<file path="config.mk">
export PLATFORM = sky130hd
export DESIGN_NAME = qam_mapper_controller
export DESIGN_NICKNAME = d
export VERILOG_FILES = /design/src/rtl/qam_pkg.sv /design/src/rtl/qam16_gray_map.sv /design/src/rtl/qam_mapper_controller.sv
export SDC_FILE = /design/constraint.sdc
export NUM_CORES = 1
export LEC_CHECK = 0
export CAP_MARGIN = 15
export CORE_MARGIN = 8
export CORE_UTILIZATION = 50
export CTS_CLUSTER_DIAMETER = 120
export DETAILED_ROUTE_END_ITERATION = 7
export MAX_ROUTING_LAYER = met4
export PLACE_DENSITY_LB_ADDON = 0.25
export SLEW_MARGIN = 25
export SYNTH_ARGS = -nofsm -noshare
export SYNTH_HDL_FRONTEND = slang
export SYNTH_SLANG_ARGS = --single-unit
</file>
<file path="constraint.sdc">
create_clock -name dclk_i -period 2.36 [get_ports dclk_i]
set_clock_uncertainty 0.05 [all_clocks]
set_input_delay 0.472 -clock dclk_i [delete_from_list [all_inputs] [get_ports dclk_i]]
set_output_delay 0.472 -clock dclk_i [all_outputs]
set_load 0.05 [all_outputs]
</file>
<file path="src/rtl/qam_pkg.sv">
// Shared 16-QAM definitions: FSM encodings, I/Q level constants, Gray-to-level map.
// Latency: none (types and a pure function only).
// Backpressure: not applicable.
package qam_pkg;

  typedef enum logic [1:0] {
    ST_IDLE  = 2'b00,
    ST_FETCH = 2'b01,
    ST_SEND  = 2'b10,
    ST_DONE  = 2'b11
  } state_e;

  // Signed 3-bit amplitude level on one axis
  typedef logic [2:0] level_t;

  localparam level_t L_M3   = 3'b101;  // -3
  localparam level_t L_M1   = 3'b111;  // -1
  localparam level_t L_P1   = 3'b001;  // +1
  localparam level_t L_P3   = 3'b011;  // +3
  localparam level_t L_ZERO = 3'b000;  // idle value when no symbol is presented

  typedef struct packed {
    level_t i;
    level_t q;
  } sym_t;

  // Gray-coded bit pair to amplitude; the demapper slicer inverts this same table
  function automatic level_t gray2level(input logic [1:0] g);
    level_t lvl;
    case (g)
      2'b00:   lvl = L_M3;
      2'b01:   lvl = L_M1;
      2'b11:   lvl = L_P1;
      default: lvl = L_P3;
    endcase
    return lvl;
  endfunction

endpackage

</file>
<file path="src/rtl/qam16_gray_map.sv">
// Maps one 4-bit group to a 16-QAM I/Q symbol; upper bit pair drives I, lower pair drives Q.
// Latency: purely combinational.
// Backpressure: none; the caller holds the nibble stable while a symbol is stalled.
module qam16_gray_map
  import qam_pkg::*;
(
  input  logic [3:0] nibble_i,
  output sym_t       sym_o
);

  assign sym_o.i = gray2level(nibble_i[3:2]);
  assign sym_o.q = gray2level(nibble_i[1:0]);

endmodule

</file>
<file path="src/rtl/qam_mapper_controller.sv">
// Fetches FIFO words, emits DATA_W/4 Gray-mapped 16-QAM symbols per word MS nibble first, pulses complete per frame.
// Latency: read_enable in cycle t -> first symbol valid in cycle t+2; at least 2 idle cycles between words.
// Backpressure: sym_ready low freezes the presented symbol and the FSM; no new read until the word drains.
module qam_mapper_controller
  import qam_pkg::*;
#(
  parameter int DATA_W    = 8,   // multiple of 4
  parameter int FRAME_LEN = 16
) (
  input  logic              dclk_i,
  input  logic              reset_i,
  input  logic              enable_i,
  input  logic              rdempty_i,
  input  logic [DATA_W-1:0] fifo_data_i,
  output logic              read_enable_o,
  input  logic              sym_ready_i,
  output logic              sym_valid_o,
  output logic [2:0]        sym_i_o,
  output logic [2:0]        sym_q_o,
  output logic              available_o,
  output logic              complete_o,
  output logic [1:0]        state_o
);

  localparam int NIBS   = DATA_W / 4;
  localparam int NIB_W  = (NIBS > 1) ? $clog2(NIBS) : 1;
  localparam int WCNT_W = (FRAME_LEN > 1) ? $clog2(FRAME_LEN) : 1;
  localparam logic [NIB_W-1:0]  LAST_NIB  = NIB_W'(NIBS - 1);
  localparam logic [WCNT_W-1:0] LAST_WORD = WCNT_W'(FRAME_LEN - 1);

  state_e              state_q, state_d;
  logic [DATA_W-1:0]   shreg_q, shreg_d;
  logic [NIB_W-1:0]    nib_cnt_q, nib_cnt_d;
  logic [WCNT_W-1:0]   word_cnt_q, word_cnt_d;
  sym_t                head_sym;

  // The mapper always looks at the top nibble; advancing a symbol is a left shift
  qam16_gray_map u_map (
    .nibble_i (shreg_q[DATA_W-1 -: 4]),
    .sym_o    (head_sym)
  );

  // Next-state, datapath updates and the FIFO read strobe
  always_comb begin
    state_d       = state_q;
    shreg_d       = shreg_q;
    nib_cnt_d     = nib_cnt_q;
    word_cnt_d    = word_cnt_q;
    read_enable_o = 1'b0;
    case (state_q)
      ST_IDLE: begin
        // Gated by reset so no read is requested while the block is held in reset
        if (enable_i && !rdempty_i && !reset_i) begin
          read_enable_o = 1'b1;
          state_d       = ST_FETCH;
        end
      end
      ST_FETCH: begin
        // FIFO data arrives one cycle after the read strobe
        shreg_d   = fifo_data_i;
        nib_cnt_d = '0;
        state_d   = ST_SEND;
      end
      ST_SEND: begin
        if (sym_ready_i) begin
          shreg_d = shreg_q << 4;
          if (nib_cnt_q == LAST_NIB) begin
            if (word_cnt_q == LAST_WORD) begin
              state_d = ST_DONE;
            end else begin
              word_cnt_d = word_cnt_q + 1'b1;
              state_d    = ST_IDLE;
            end
          end else begin
            nib_cnt_d = nib_cnt_q + 1'b1;
          end
        end
      end
      default: begin  // ST_DONE: frame boundary, counter wraps here only
        word_cnt_d = '0;
        state_d    = ST_IDLE;
      end
    endcase
  end

  // State and datapath registers; reset discards any partially sent word
  always_ff @(posedge dclk_i or posedge reset_i) begin
    if (reset_i) begin
      state_q    <= ST_IDLE;
      shreg_q    <= '0;
      nib_cnt_q  <= '0;
      word_cnt_q <= '0;
    end else begin
      state_q    <= state_d;
      shreg_q    <= shreg_d;
      nib_cnt_q  <= nib_cnt_d;
      word_cnt_q <= word_cnt_d;
    end
  end

  // Outputs decode registered state only, so they fall back asynchronously on reset
  assign available_o = (state_q == ST_SEND);
  assign sym_valid_o = available_o;
  assign sym_i_o     = sym_valid_o ? head_sym.i : L_ZERO;
  assign sym_q_o     = sym_valid_o ? head_sym.q : L_ZERO;
  assign complete_o  = (state_q == ST_DONE);
  assign state_o     = state_q;

endmodule

</file>
==> results.yml <==
drt:
  detailedRoute.firstIterationViolations: 18
  m1WireLength_um: 1000
  vias_per_cell: 5.40
  drcViolationCount: 0
  met3WireLength_um: 163
  routed_wl_um: 2140
  drt_pre_antenna_iters: 4
  highest_layer_used_for_signal_routing: "met4"
  wl_met2_um: 950
  avgRoutedWirePerCell_um: 14.4
  vias_post_dr: 804
  ant_nets: 0
synthesis:
  synthesis.yosys.warnings: 0
  ys_seq_elements: 15
  synth.area.top_cells: "dfrtp_1 39%, ha_1 9.1%, a21oi_1 4.7%"
  synthTopCellsByCount: "15 x dfrtp_1, 9 x a21oi_1, 9 x nor2_1"
  synth_compound_area_share_pct: 18.5
  proportion_of_synthesized_flip_flops_having_asynchronous_set_or_reset_pct: 100
  netlist_area_before_placement_um2: 961
  synth_adder_area_share_pct: 9.11
  postSynthAreaPerCell_um2: 9.51
  synthDominantCellAreaShare_pct: 39.1
  postSynth.topFlopCell: "dfrtp_1"
  synthMuxAreaShare_pct: 6.51
  post-synth-top-count-cell: "dfrtp_1"
  postSynthCellCount: 101
  yosysSeqAreaShare_pct: 39.1
  synth_fp_nets: 121
  synth.lib_cells_used.distinct: 32
  dominant_combinational_cell_family_by_area_after_synthesis: "compound AO/OA/AOI/OAI gates"
  post_synth_xor_area_fraction_pct: 0
  synth-simple-area-share_pct: 17.8
  synth_enable_flop_cells: 0
  yosys.area.top_type: "dfrtp_1"
run_status:
  result_of_the_run: "complete, no violations"
setup_path:
  critical_path_capture_point_type: "output pin"
  required_ns: 1.84
  worst-endpoint-arrival_ns: 1.73
  setup.worst_path.start: "state_o[1]"
  critPathMaxStageDelay_ns: 0.88
  worstPathCellList: "clkdlybuf4s50_1"
  slowest_stage: "clkdlybuf4s50_1"
  setup.worst_path.start_class: "flop"
  worstReg2RegStart: "state_o[1]"
  crit_path_max_fanout: 11
  worst_path_bufs_invs: 1
  critPathTopFamily: "buffers and inverters"
  worst-setup-path-type: "flop to output pin"
clock_network:
  cts_post_setup_buffers_inserted: 0
  cts_tree: "yes"
  clk_transition_reported_paths_ns: 0.10
  cts.htree.levels: 1
  clock_sink_count: 15
  insertion_delay_ns: 0.28
  tritoncts.num_buffers: 3
  clock_path_buffers: 2
  number_of_hold_repair_buffers_added_at_the_cts_stage: 0
  post_cts_resized: 0
  clockRootBuffer: "clkbuf_4"
sta:
  finalMaxSlewViolations: 0
  setup_viol: 0
  slew_at_the_pin_closest_to_its_max_slew_limit_ns: 0.593
  final-hold-violation-count: 0
  grt_setup_unrepaired: "no"
  fmax_ghz: 0.443
  finalSetupTns_ns: 0
  relSlewSlack_pct: 60.4
  fin_ws_ns: 0.104
  post-route-min-period_ns: 2.26
  timing.hold.ws_ns: 0.473
  period_share_pct: 95.6
floorplan:
  initial_core_util_pct: 51.1
  chipHeight_um: 59.8
  row_count: 16
  die_area_um2: 3580
  core_area_um2: 1880
  die_outline_width_um: 59.8
  num_io_pins: 25
final_layout:
  final_cell_area_um2: 1310
  flow.area_growth_from_synthesis_pct: 36.7
  insertedDiodeCount: 0
  post_route_cells_drive_above_1_share_pct: 15.6
  end_of_flow_core_utilization_pct: 69.8
  finish.net_count: 143
  fill_cells: 152
  layoutNonFillerInstCount: 149
place:
  placed_cells: 145
  dpl_cell_area_um2: 1290
  place_congestion: 0.776
  port_buffers: 24
  place_hpwl_um: 1600
  place_worst_setup_slack_ns: 0.146
grt:
  antenna_found_initial: 0
  via_count_of_the_first_global_routing_pass: 769
  grt_usage_pct: 13.4
  grt_pass1_wl_um: 3590
  overflow: 0
  grt_start_max_net_pins: 22
pwr:
  leakage_component_of_the_power_nw: 0.601
  max-vdd-ir-drop_v: 0.000653
  power_mw: 1.70
  power_per_cell_area_nw_per_um2: 1290
run:
  max-cap-violations: 0
hold_path:
  holdCritStartpoint: "word_cnt_q[2]"
  min-delay-path-class: "flop to flop"
[cell usage in the layout (no fill, tap or decap)]
master and count:
inv_2 1, nor2b_1 1, mux2_1 2, clkbuf_4 3
clkbuf_1 1, a311oi_4 1, a211oi_1 1, mux2i_1 4
o22a_1 1, ha_1 7, nand2_1 4, nand3b_1 1
nand2b_1 3, or3_1 1, inv_1 8, nor3_1 3
buf_4 2, nand2b_2 1, nor2_1 9, a21oi_1 9
dfrtp_1 15, o211a_1 3, o22ai_1 3, or4_4 1
clkdlybuf4s50_1 13, a221o_1 1, nand3_1 2, o221ai_1 1
o211ai_1 1, nor3b_1 1, and2_1 5, buf_12 10
o21ai_0 3
[state kept, by name, indices dropped and copies added (netlist names)]
register    cells
nib_cnt_q       1
state_o         2
word_cnt_q      4
shreg_q         8
[final cells by class]
class,instances,area [um^2],area share (%)
Inverter,9,33.8,2.57
Sequential cell,15,375,28.6
Timing Repair Buffer,25,345,26.3
Tap cell,27,33.8,2.57
Clock buffer,4,26.3,2.00
Multi-Input combinational cell,69,499,38.0
[layer usage]
layer / vias to the layer above / global-route usage [%]
li1: 390 / -
met1: 382 / 16.7
met2: 30 / 19.4
met3: 2 / 3.44
met4: 0 / 6.80
met5: - / -
[worst paths after layout]
path,to,slack [ns],depth (start not counted)
setup / recovery,state_o[1],0.10,1
hold / removal,word_cnt_q[2],0.47,1
setup reg to reg,word_cnt_q[1],0.57,4
hold reg to reg,word_cnt_q[2],0.47,1
max in group asynchronous,shreg_q[5],1.35,2
min in group asynchronous,word_cnt_q[3],0.52,2
[logic make-up (layout without fill, tap and decap cells)]
family	Yosys count	in the layout
buffers and inverters	17	38
AO/OA/AOI/OAI	24	24
adder cells (fa/ha/maj)	7	7
flip-flops	15	15
multiplexers	6	6
AND/OR/NAND/NOR	32	32
[power by group]
part	internal, mW	switching, mW	leakage (nW)
logic	0.475	0.598	0.405
clock network	0.0655	0.0863	0.0150
registers	0.370	0.105	0.181
Power figures use the tool's default switching activity.
